[config.mk]
export PLATFORM = sky130hd
export DESIGN_NAME = display_scheduler_flat
export DESIGN_NICKNAME = d
export VERILOG_FILES = /design/src/rtl/display_scheduler_pkg.sv /design/src/rtl/display_scheduler_if.sv /design/src/rtl/display_scheduler_rr_pick.sv /design/src/rtl/display_scheduler.sv /design/src/flat_wrapper.sv
export SDC_FILE = /design/constraint.sdc
export NUM_CORES = 1
export LEC_CHECK = 0
export BUFFER_PORTS_ARGS = -buffer_cell sky130_fd_sc_hd__buf_2
export CAP_MARGIN = 40
export CORE_ASPECT_RATIO = 0.75
export CORE_UTILIZATION = 50
export CTS_BUF_LIST = sky130_fd_sc_hd__clkbuf_8
export DETAILED_ROUTE_END_ITERATION = 10
export GPL_TIMING_DRIVEN = 0
export PLACE_DENSITY = 0.81
export SLEW_MARGIN = 5
export SYNTH_ARGS = -nofsm -noshare
export SYNTH_HDL_FRONTEND = slang
export SYNTH_HIERARCHICAL = 1
export SYNTH_SLANG_ARGS = --single-unit
[constraint.sdc]
create_clock -name clk -period 3.3 [get_ports clk]
set_input_delay 0.33 -clock clk [delete_from_list [all_inputs] [get_ports clk]]
set_output_delay 0.33 -clock clk [all_outputs]
set_load 0.02 [all_outputs]
[src/rtl/display_scheduler_pkg.sv]
// Purpose: shared constants, FSM state type and width helper for the display scheduler.
// Latency: n/a (declarations only).
// Backpressure: n/a.
package display_scheduler_pkg;

    // Digits on the physical seven-segment display; one frame scans all of them.
    localparam int DIGITS = 8;

    typedef enum logic {
        IDLE = 1'b0,
        SHOW = 1'b1
    } state_e;

    // Ceiling log2 for sizing counters and indices from integer parameters.
    function automatic int clog2(input int value);
        int r;
        r = 0;
        while ((1 << r) < value) begin
            r = r + 1;
        end
        return r;
    endfunction

    localparam int DIG_W = clog2(DIGITS);

endpackage

[src/rtl/display_scheduler_if.sv]
// Purpose: bundles requester inputs and display-side outputs of the display scheduler.
// Latency: n/a (wires only).
// Backpressure: none; requests are level-sensitive and simply wait for a frame boundary.
interface display_scheduler_if
    import display_scheduler_pkg::*;
#(
    parameter int N       = 32,
    parameter int NUM_SRC = 4
);
    logic [NUM_SRC-1:0]   req;
    logic [NUM_SRC*N-1:0] data_in;
    logic [NUM_SRC-1:0]   hex_in;
    logic                 pause;
    logic [NUM_SRC-1:0]   grant;
    logic [N-1:0]         data_out;
    logic                 isHex_out;
    logic [DIG_W-1:0]     digit_sel;
    logic                 scan_tick;

    // Requester / display-driver side.
    modport master (
        output req, data_in, hex_in, pause,
        input  grant, data_out, isHex_out, digit_sel, scan_tick
    );

    // Scheduler side.
    modport slave (
        input  req, data_in, hex_in, pause,
        output grant, data_out, isHex_out, digit_sel, scan_tick
    );
endinterface

[src/rtl/display_scheduler_rr_pick.sv]
// Purpose: combinational round-robin selector, first requester after last_owner (mod NUM_SRC).
// Latency: 0 cycles (pure combinational).
// Backpressure: none; valid is low when no request bit is set.
module display_scheduler_rr_pick #(
    parameter int NUM_SRC = 4,
    parameter int IDX_W   = 2
) (
    input  logic [NUM_SRC-1:0] req,
    input  logic [IDX_W-1:0]   last_owner,
    output logic [IDX_W-1:0]   pick,
    output logic               valid
);

    logic [IDX_W-1:0] cand;

    // Scan from farthest to nearest offset so the nearest requester after last_owner wins;
    // last_owner itself (offset NUM_SRC) has lowest priority.
    always_comb begin
        pick  = '0;
        valid = 1'b0;
        cand  = '0;
        for (int k = NUM_SRC; k >= 1; k--) begin
            cand = IDX_W'((int'(last_owner) + k) % NUM_SRC);
            if (req[cand]) begin
                pick  = cand;
                valid = 1'b1;
            end
        end
    end

endmodule

[src/rtl/display_scheduler.sv]
// Purpose: time-shares the 8-digit display among requesters, round-robin on frame boundaries.
// Latency: grant/data registered; IDLE->SHOW one cycle after req, ownership changes only at frame end.
// Backpressure: none; waiting requesters keep req high until granted.
module display_scheduler
    import display_scheduler_pkg::*;
#(
    parameter int N           = 32,
    parameter int NUM_SRC     = 4,
    parameter int DIV         = 50000,
    parameter int HOLD_FRAMES = 200
) (
    input  logic          clk,
    input  logic          rst_n,
    display_scheduler_if.slave bus
);

    localparam int IDX_W  = clog2(NUM_SRC);
    localparam int PRE_W  = clog2(DIV);
    localparam int HOLD_W = clog2(HOLD_FRAMES) + 1;

    localparam logic [PRE_W-1:0]  PRE_MAX  = PRE_W'(DIV - 1);
    localparam logic [DIG_W-1:0]  DIG_LAST = DIG_W'(DIGITS - 1);
    localparam logic [HOLD_W-1:0] HOLD_MAX = HOLD_W'(HOLD_FRAMES - 1);

    state_e             state_q, state_d;
    logic [PRE_W-1:0]   presc_q, presc_d;
    logic [DIG_W-1:0]   digit_q, digit_d;
    logic               tick_q, tick_d;
    logic [NUM_SRC-1:0] grant_q, grant_d;
    logic [N-1:0]       data_q, data_d;
    logic               hex_q, hex_d;
    logic [HOLD_W-1:0]  hold_q, hold_d;
    logic [IDX_W-1:0]   last_q, last_d;

    logic [IDX_W-1:0]   pick_idx;
    logic               pick_vld;
    logic               frame_end;
    logic               restart;
    logic               latch_en;
    logic [IDX_W-1:0]   latch_idx;
    logic [N-1:0]       src_val [NUM_SRC];

    for (genvar g = 0; g < NUM_SRC; g++) begin : g_unpack
        assign src_val[g] = bus.data_in[g*N +: N];
    end

    display_scheduler_rr_pick #(
        .NUM_SRC (NUM_SRC),
        .IDX_W   (IDX_W)
    ) u_rr_pick (
        .req        (bus.req),
        .last_owner (last_q),
        .pick       (pick_idx),
        .valid      (pick_vld)
    );

    // A frame ends on the tick that closes the last digit slot.
    assign frame_end = tick_q && (digit_q == DIG_LAST);

    // Digit scan: prescaler wraps at DIV-1, tick is registered so it is high while the count is DIV-1.
    always_comb begin
        presc_d = (presc_q == PRE_MAX) ? '0 : presc_q + 1'b1;
        digit_d = digit_q;
        if (tick_q) begin
            digit_d = (digit_q == DIG_LAST) ? '0 : digit_q + 1'b1;
        end
        if (restart) begin
            presc_d = '0;
            digit_d = '0;
        end
        tick_d = (presc_d == PRE_MAX);
    end

    // Ownership FSM: decisions only on IDLE wake-up or at frame end, so a value never tears.
    always_comb begin
        state_d   = state_q;
        grant_d   = grant_q;
        hold_d    = hold_q;
        last_d    = last_q;
        latch_en  = 1'b0;
        latch_idx = last_q;
        restart   = 1'b0;
        case (state_q)
            IDLE: begin
                if (pick_vld) begin
                    state_d   = SHOW;
                    grant_d   = NUM_SRC'(1) << pick_idx;
                    last_d    = pick_idx;
                    hold_d    = '0;
                    latch_en  = 1'b1;
                    latch_idx = pick_idx;
                    restart   = 1'b1;
                end
            end
            SHOW: begin
                if (frame_end) begin
                    if (!pick_vld) begin
                        state_d = IDLE;
                        grant_d = '0;
                        hold_d  = '0;
                    end else if (bus.req[last_q] && (bus.pause || (hold_q < HOLD_MAX))) begin
                        // Keep owner; the increment is guarded by hold_q < HOLD_MAX, so it saturates.
                        if (!bus.pause) begin
                            hold_d = hold_q + 1'b1;
                        end
                        latch_en  = 1'b1;
                        latch_idx = last_q;
                    end else begin
                        grant_d   = NUM_SRC'(1) << pick_idx;
                        last_d    = pick_idx;
                        hold_d    = '0;
                        latch_en  = 1'b1;
                        latch_idx = pick_idx;
                    end
                end
            end
            default: state_d = IDLE;
        endcase
        data_d = latch_en ? src_val[latch_idx]    : data_q;
        hex_d  = latch_en ? bus.hex_in[latch_idx] : hex_q;
    end

    // State and datapath registers; last_q resets to the top index so source 0 wins first.
    always_ff @(posedge clk or negedge rst_n) begin
        if (!rst_n) begin
            state_q <= IDLE;
            presc_q <= '0;
            digit_q <= '0;
            tick_q  <= 1'b0;
            grant_q <= '0;
            data_q  <= '0;
            hex_q   <= 1'b0;
            hold_q  <= '0;
            last_q  <= IDX_W'(NUM_SRC - 1);
        end else begin
            state_q <= state_d;
            presc_q <= presc_d;
            digit_q <= digit_d;
            tick_q  <= tick_d;
            grant_q <= grant_d;
            data_q  <= data_d;
            hex_q   <= hex_d;
            hold_q  <= hold_d;
            last_q  <= last_d;
        end
    end

    assign bus.grant     = grant_q;
    assign bus.data_out  = data_q;
    assign bus.isHex_out = hex_q;
    assign bus.digit_sel = digit_q;
    assign bus.scan_tick = tick_q;

endmodule

[src/flat_wrapper.sv]
// flat-port wrapper written by rule: the top's interface ports become plain ports
module display_scheduler_flat import display_scheduler_pkg::*;
#(
    parameter int N           = 32,
    parameter int NUM_SRC     = 4,
    parameter int DIV         = 50000,
    parameter int HOLD_FRAMES = 200
)
  (clk, rst_n, bus_req, bus_data_in, bus_hex_in, bus_pause, bus_grant, bus_data_out, bus_isHex_out, bus_digit_sel, bus_scan_tick);
  display_scheduler_if #(.N(N), .NUM_SRC(NUM_SRC)) bus_i ();
  input  logic clk;
  input  logic rst_n;
  input wire logic [$bits(bus_i.req)-1:0] bus_req;
  input wire logic [$bits(bus_i.data_in)-1:0] bus_data_in;
  input wire logic [$bits(bus_i.hex_in)-1:0] bus_hex_in;
  input wire logic [$bits(bus_i.pause)-1:0] bus_pause;
  output wire logic [$bits(bus_i.grant)-1:0] bus_grant;
  output wire logic [$bits(bus_i.data_out)-1:0] bus_data_out;
  output wire logic [$bits(bus_i.isHex_out)-1:0] bus_isHex_out;
  output wire logic [$bits(bus_i.digit_sel)-1:0] bus_digit_sel;
  output wire logic [$bits(bus_i.scan_tick)-1:0] bus_scan_tick;
  assign bus_i.req = bus_req;
  assign bus_i.data_in = bus_data_in;
  assign bus_i.hex_in = bus_hex_in;
  assign bus_i.pause = bus_pause;
  assign bus_grant = bus_i.grant;
  assign bus_data_out = bus_i.data_out;
  assign bus_isHex_out = bus_i.isHex_out;
  assign bus_digit_sel = bus_i.digit_sel;
  assign bus_scan_tick = bus_i.scan_tick;
  display_scheduler #(.N(N), .NUM_SRC(NUM_SRC), .DIV(DIV), .HOLD_FRAMES(HOLD_FRAMES)) u_core (.clk(clk), .rst_n(rst_n), .bus(bus_i));
endmodule
# Word level (Yosys, flattened, before mapping)
# Cells that the tools add are included.
# totals
reg_bits	69
# classes
n_lt_le_gt_ge	8
n_addsub	7
eq_ne	7
n_bitwise	2
n_reduce_logical	6
mux	50
shift	1
# op_table
cell	count
binary-select mux 32 bit (select 2 bit)	1
two-way mux 32 bit	2
two-way mux 9 bit	5
== test 16 bit (second input constant)	2
two-way mux 16 bit	2
less-than comparator 2 x 3 -> 1 bit (second input constant)	6
one-hot mux 9 bit (2 select lines)	1
adder 16 x 1 -> 16 bit (second input constant)	1
two-way mux 2 bit	8
two-way mux 4 bit	4
two-way mux 1 bit	14
binary-select mux 1 bit (select 2 bit)	6
adder 9 x 1 -> 9 bit (second input constant)	1
less-than comparator 9 x 8 -> 1 bit (second input constant)	1
two-way mux 3 bit	3
one-hot mux 4 bit (2 select lines)	1
AND reduction 3 bit	2
adder 2 x 1 -> 2 bit (second input constant)	2
adder 2 bit (second input constant)	2
!= test 4 bit (second input constant)	1
one-hot mux 1 bit (2 select lines)	2
one-hot mux 2 bit (2 select lines)	1
left shift 1 x 2 -> 4 bit (first input constant)	1
adder 3 x 1 -> 3 bit (second input constant)	1
10 further kinds	11

# Longest topological paths before layout
# depth
depth_word	15
mapped_depth	11
mapped_depth_nobuf	9

# Modules after synthesis
# Netlist, hierarchy kept.
# by_module_without_submodules
module	cells_each	n_inst	seq_area_each_um2	area_each_um2
display_scheduler	406	1	1729.2	4124.0
display_scheduler_rr_pick	14	1	0.0	91.3

# Worst setup path before layout
# No wires, ideal clock.
# synth_path
path_type	flip-flop to flip-flop
start	register u_core.last_q[1]
end	register u_core.data_q[22], in the netlist u_core/bus.data_out[22]
synth_period_minus_slack_ps	2412
path_stages_with_launch	11
setup_slack_ps	888
setup_ps	146
t_arrival_ps	2266
path_cell_list	dfstp_2 -> mux2i_1 -> o221ai_2 -> and4_1 -> nand2_1 -> a21oi_1 -> a311oi_4 -> buf_6 -> buf_8 -> mux2i_1 -> o221ai_2
# synth_between
elab_chain_cells	15
# synth_rtl
item	line_no	source
start, declared	display_scheduler.sv:33	logic [IDX_W-1:0] last_q, last_d;
start signal, assigned	display_scheduler.sv:134	last_q <= IDX_W'(NUM_SRC - 1);
start signal, assigned	display_scheduler.sv:144	last_q <= last_d;
adder 2 x 1 -> 2 bit	display_scheduler_rr_pick.sv:23	cand = IDX_W'((int'(last_owner) + k) % NUM_SRC);
binary-select mux 1 bit (select 2 bit)	display_scheduler_rr_pick.sv:24	if (req[cand]) begin
two-way mux 1 bit (not written as such)	display_scheduler_rr_pick.sv:24	
two-way mux 2 bit (3 in a row)	display_scheduler_rr_pick.sv:24	
two-way mux 2 bit (*)	display_scheduler_rr_pick.sv:24	
via u_core.pick_idx[0]	display_scheduler.sv:35	logic [IDX_W-1:0] pick_idx;
two-way mux 2 bit	n/a	
two-way mux 2 bit	display_scheduler.sv:97	if (!pick_vld) begin
two-way mux 2 bit	display_scheduler.sv:96	if (frame_end) begin
one-hot mux 2 bit (2 select lines) (*)	display_scheduler.sv:83	case (state_q)
NOT 2 -> 3 bit (not written as such) (*)	display_scheduler.sv:119	data_d = latch_en ? src_val[latch_idx] : data_q;
binary-select mux 32 bit (select 2 bit) (*)	display_scheduler.sv:119	
two-way mux 32 bit (not written as such) (*) (2 in a row)	display_scheduler.sv:119	
end signal, assigned	display_scheduler.sv:141	data_q <= data_d;
end, declared	display_scheduler.sv:30	logic [N-1:0] data_q, data_d;
# Mark *: on every way through the listed nets, which the timed path passes. The rest lies on a longest branch. The select of a mux whose other input is x is not followed.
# A chain may end at the register's enable or synchronous reset.

# Worst setup path in the final report
# layout_path
start	register u_core.last_q[1]
end	register u_core.data_q[18], in the netlist u_core/bus.data_out[18]
# Same word-level chain as after synthesis.

==> results by group <==
Setup path
  – Setup CP Type: reg -> reg
  – Worst Setup End Kind: flip-flop
  – Worst Path Arrival: 3030 ps
  – Worst R2R End: u_core/bus.data_out[18]
  – Crit-path cells: mux2i_1, o221ai_2, and4_1, nand2_1, a21oi_1, a311oi_4, buf_6, buf_12, mux2i_1, o221ai_1
  – Worst Path Buf+Inv: 2
  – Most used cell, CP: mux2i_1
  – Worst EP required: 3510 ps
  – Worst r2r src: u_core/last_q[1]
  – Worst Reg2Reg Path Length in Cells: 10
  – CP max stage delay: roughly 650 ps
  – Critical path launch point type: flip-flop
  – R2R Setup Slk: roughly 470 ps
  – CP max-delay cell: dfstp_2
  – Cell family with most CP delay: compound AO/OA/AOI/OAI gates
  – CP Max Fanout: 11

Detailed routing
  – Final ANT Viol Nets: 0
  – Iter 0 DRT Violations: between 200 and 250
  – Total routed wirelength: 11,600 um
  – Wirelength per Cell: roughly 16 um
  – DR vias: between 4,000 and 5,000
  – First-pass DRT Iterations: 4
  – DR vias/cell: around 5.6
  – Final routed DRC violation total: 0

Floorplan
  – Die height: slightly above 80 um
  – Die X: ~110 um
  – Initial Utilization: 52.5%
  – IO Pins: 180
  – Die area: between 8000 and 9000 sq um
  – Cell Rows: 28
  – Core area: between 8000 and 9000 sq um

Worst hold path
  – WHS Path Cells: 3
  – Hold endpoint: u_core/bus.data_out[22]
  – HP Class: in -> reg
  – Min-delay src: bus_data_in[118]

Timing
  – Final slew viol count: 0
  – Final Hold Fails: 0
  – RSZ-0062 raised after global routing: false
  – Fin Clk Skew: 11.1 ps
  – Setup ws final: 475 ps
  – Final Cycle Share: a little under nine tenths
  – Final setup fails: 0
  – Slew headroom: 54.9%
  – FMAX: approximately 0.35 GHz
  – Setup_tns: 0 ps
  – Worst-Margin Slew: roughly 670 ps
  – Tmin final: around 2800 ps

Clock network
  – Clock Path Buffers: 2
  – PostCTS Resize Cnt: 0
  – Sink Count: 69
  – CTS Root Cell: clkbuf_8
  – Worst-Skew Late Latency: approximately 360 ps
  – Number of CTS-inserted buffers: 9
  – H-tree lvl count: 3
  – Reg clk slew, reported paths: 90 ps
  – Postcts setup bufs: 0
  – CTS tree: done

Global routing
  – Met3 usage: under 10%
  – Largest net degree at the start of global routing: 70
  – GR Util met2: 40.7%
  – Global-route wire length before repair: roughly 18,000 um
  – Vias in the first global route: around 3,600
  – Initial antenna violation count: 0
  – Gr busiest metal: met2
  – Routing usage on met1: around 36%
  – All-layer global routing usage: a little over a quarter
  – Total grt overflow: 0

Logic synthesis
  – Post-synth cell types: 52
  – Yosys reg bits: 69
  – Cell count after synthesis: 420
  – Syn_area_per_cell: roughly 10 sq um
  – Async S/R FF share, synth: 100%
  – Top FF cell, synth: dfrtp_1
  – Synth warn: 6
  – EDFF count, synth: 0
  – Register area share after synthesis: between 40% and 50%
  – Post-Syn Nets: around 560
  – Cell Area, Synth: about 4200 sq um

Pwr
  – Leakage: 2.78 nW
  – Pwr/cell area: around 360 nW/um^2
  – Maximum vdd drop: roughly 0.24 mV

Finish
  – Nets@finish: about 760
  – Area of the multi-input gates: ~2300 sq um
  – Layout cells sized above 1: between 30% and 40%
  – Antenna diodes: 0
  – Storage cell area: roughly 1700 sq um
  – Fillers: 623
  – P&R area growth vs syn: 30.2%

Place
  – Port buffer count: 179
  – Pre-CTS setup slack: around 470 ps
  – HPWL after detailed placement: just under 9000 um
  – GP Congestion: between 0.8 and 0.9

Job
  – Max-cap viol count: 0

Outcome
  – Status: finished, final reports clean
==> repair_timing <==
action,in CTS,in global routing
hold endpoints to repair,67,0
hold buffers,1,0
endpoints found under the setup margin,0,0
==> sequential cells by signal, indices dropped and copies added (netlist names) <==
name                  flops
u_core/bus.data_out      32
u_core/bus.digit_sel      3
u_core/bus.grant          4
u_core/bus.isHex_out      1
u_core/bus.scan_tick      1
u_core/hold_q             9
u_core/last_q             2
u_core/presc_q           16
u_core/state_q            1
==> worst max-delay path by stage <==
stage	from	endpoint	slack [ps]	depth (start not counted)
6_report	u_core/last_q[1]	u_core/bus.data_out[18]	470	10
5_1_grt	u_core/last_q[1]	u_core/bus.data_out[20]	330	10
4_1_cts	u_core/last_q[1]	u_core/bus.data_out[18]	480	10
3_5_place_dp	u_core/last_q[1]	u_core/bus.data_out[18]	470	10
3_3_place_gp	u_core/last_q[1]	u_core/bus.data_out[20]	610	10
2_1_floorplan	u_core/last_q[1]	u_core/bus.data_out[22]	890	10
==> cell usage after synthesis, types with 2 or more instances <==
cell      count  area (sq um)
a21oi_1      13          65.1
inv_1        10          37.5
o221ai_1     25           219
buf_4         2          15.0
nand2b_1      9          56.3
nand4_1       8          50.1
dfstp_2       2          52.6
and4_1        3          26.3
a31oi_1       6          37.5
nor2_1       30           113
clkbuf_4      2          15.0
o21ai_0       9          45.0
xor2_1       12           105
nor3_1        4          20.0
nand2_1      58           218
ha_1          4          50.1
or3_1         5          31.3
buf_2         4          20.0
nor4_1        5          31.3
mux2i_1      73           731
o41ai_1       2          17.5
dfrtp_1      67          1680
buf_12        2          40.0
nand3_1       9          45.0
nor2b_1       4          25.0
clkbuf_1     13          48.8
o221ai_2      9           135
xnor2_1       5          43.8
o31ai_1       2          15.0
==> metrics by stage <==
stage	cell area, sq um	std cells	util [%]	hold slack [ps]	power [mW]
4_1_cts	5490	722	68.4	281	2.00
6_report	5490	722	68.4	290	1.99
5_1_grt	5490	722	68.4	288	2.08
2_1_floorplan	4220	420	-	34.4	1.12
3_5_place_dp	5270	705	65.7	366	1.28
3_3_place_gp	5240	704	65.3	460	1.26
==> worst reg2reg max path, stage by stage (launching register included) <==
cell	delay, ps
dfstp_2	650
mux2i_1	250
o221ai_2	220
and4_1	200
nand2_1	60
a21oi_1	100
a311oi_4	340
buf_6	250
buf_12	160
mux2i_1	270
o221ai_1	180
==> power by group <==
group	internal, mW	switching [mW]	leakage (nW)
registers	0.876	0.0273	0.934
logic	0.174	0.189	1.75
clock network	0.360	0.362	0.0984
==> routing by layer <==
metal  share of wire (%)  vias to the layer above
met5                   0                        -
met4                 1.6                        0
met3                 6.2                       19
met2                  49                      151
met1                  43                     1943
li1                    -                     1931
==> cells in the final DEF, fill, tap and decap left out, drive strengths merged, types with 2 or more instances in the layout <==
master,instances
buf,191
mux2i,73
dfrtp,67
nand2,58
o221ai,34
nor2,30
clkbuf,24
a21oi,14
inv,13
xor2,12
o21ai,10
nand3,10
nand2b,9
nand4,8
a31oi,6
nor4,5
xnor2,5
or3,5
nor2b,4
nor3,4
ha,4
and4,4
clkinvlp,2
o31ai,2
o41ai,2
dfstp,2
==> cells by family (layout without fill, tap and decap cells) <==
| kind of cell | count (synthesis) | count (layout) | share of synthesized area, % |
|---|---|---|---|
| muxes | 75 | 75 | 18.1 |
| DFF | 69 | 69 | 41.0 |
| adders and majority gates | 4 | 4 | 1.19 |
| and+or+nand+nor | 145 | 145 | 16.6 |
| AOI/OAI and AO/OA | 74 | 74 | 14.6 |
| buffers and inverters | 36 | 233 | 4.90 |
| xor gates and xnor gates | 17 | 17 | 3.53 |
==> final cells by class <==
class,instances,share of cell area (%)
well taps,105,2.39
repair buffers,181,17.1
plain buffers,26,3.08
clock inverters,7,1.50
flip-flops and latches,69,31.5
multi-input cells,315,41.5
clock buffers,9,2.26
inverters,10,0.684
(Power assumes the default switching activity.)
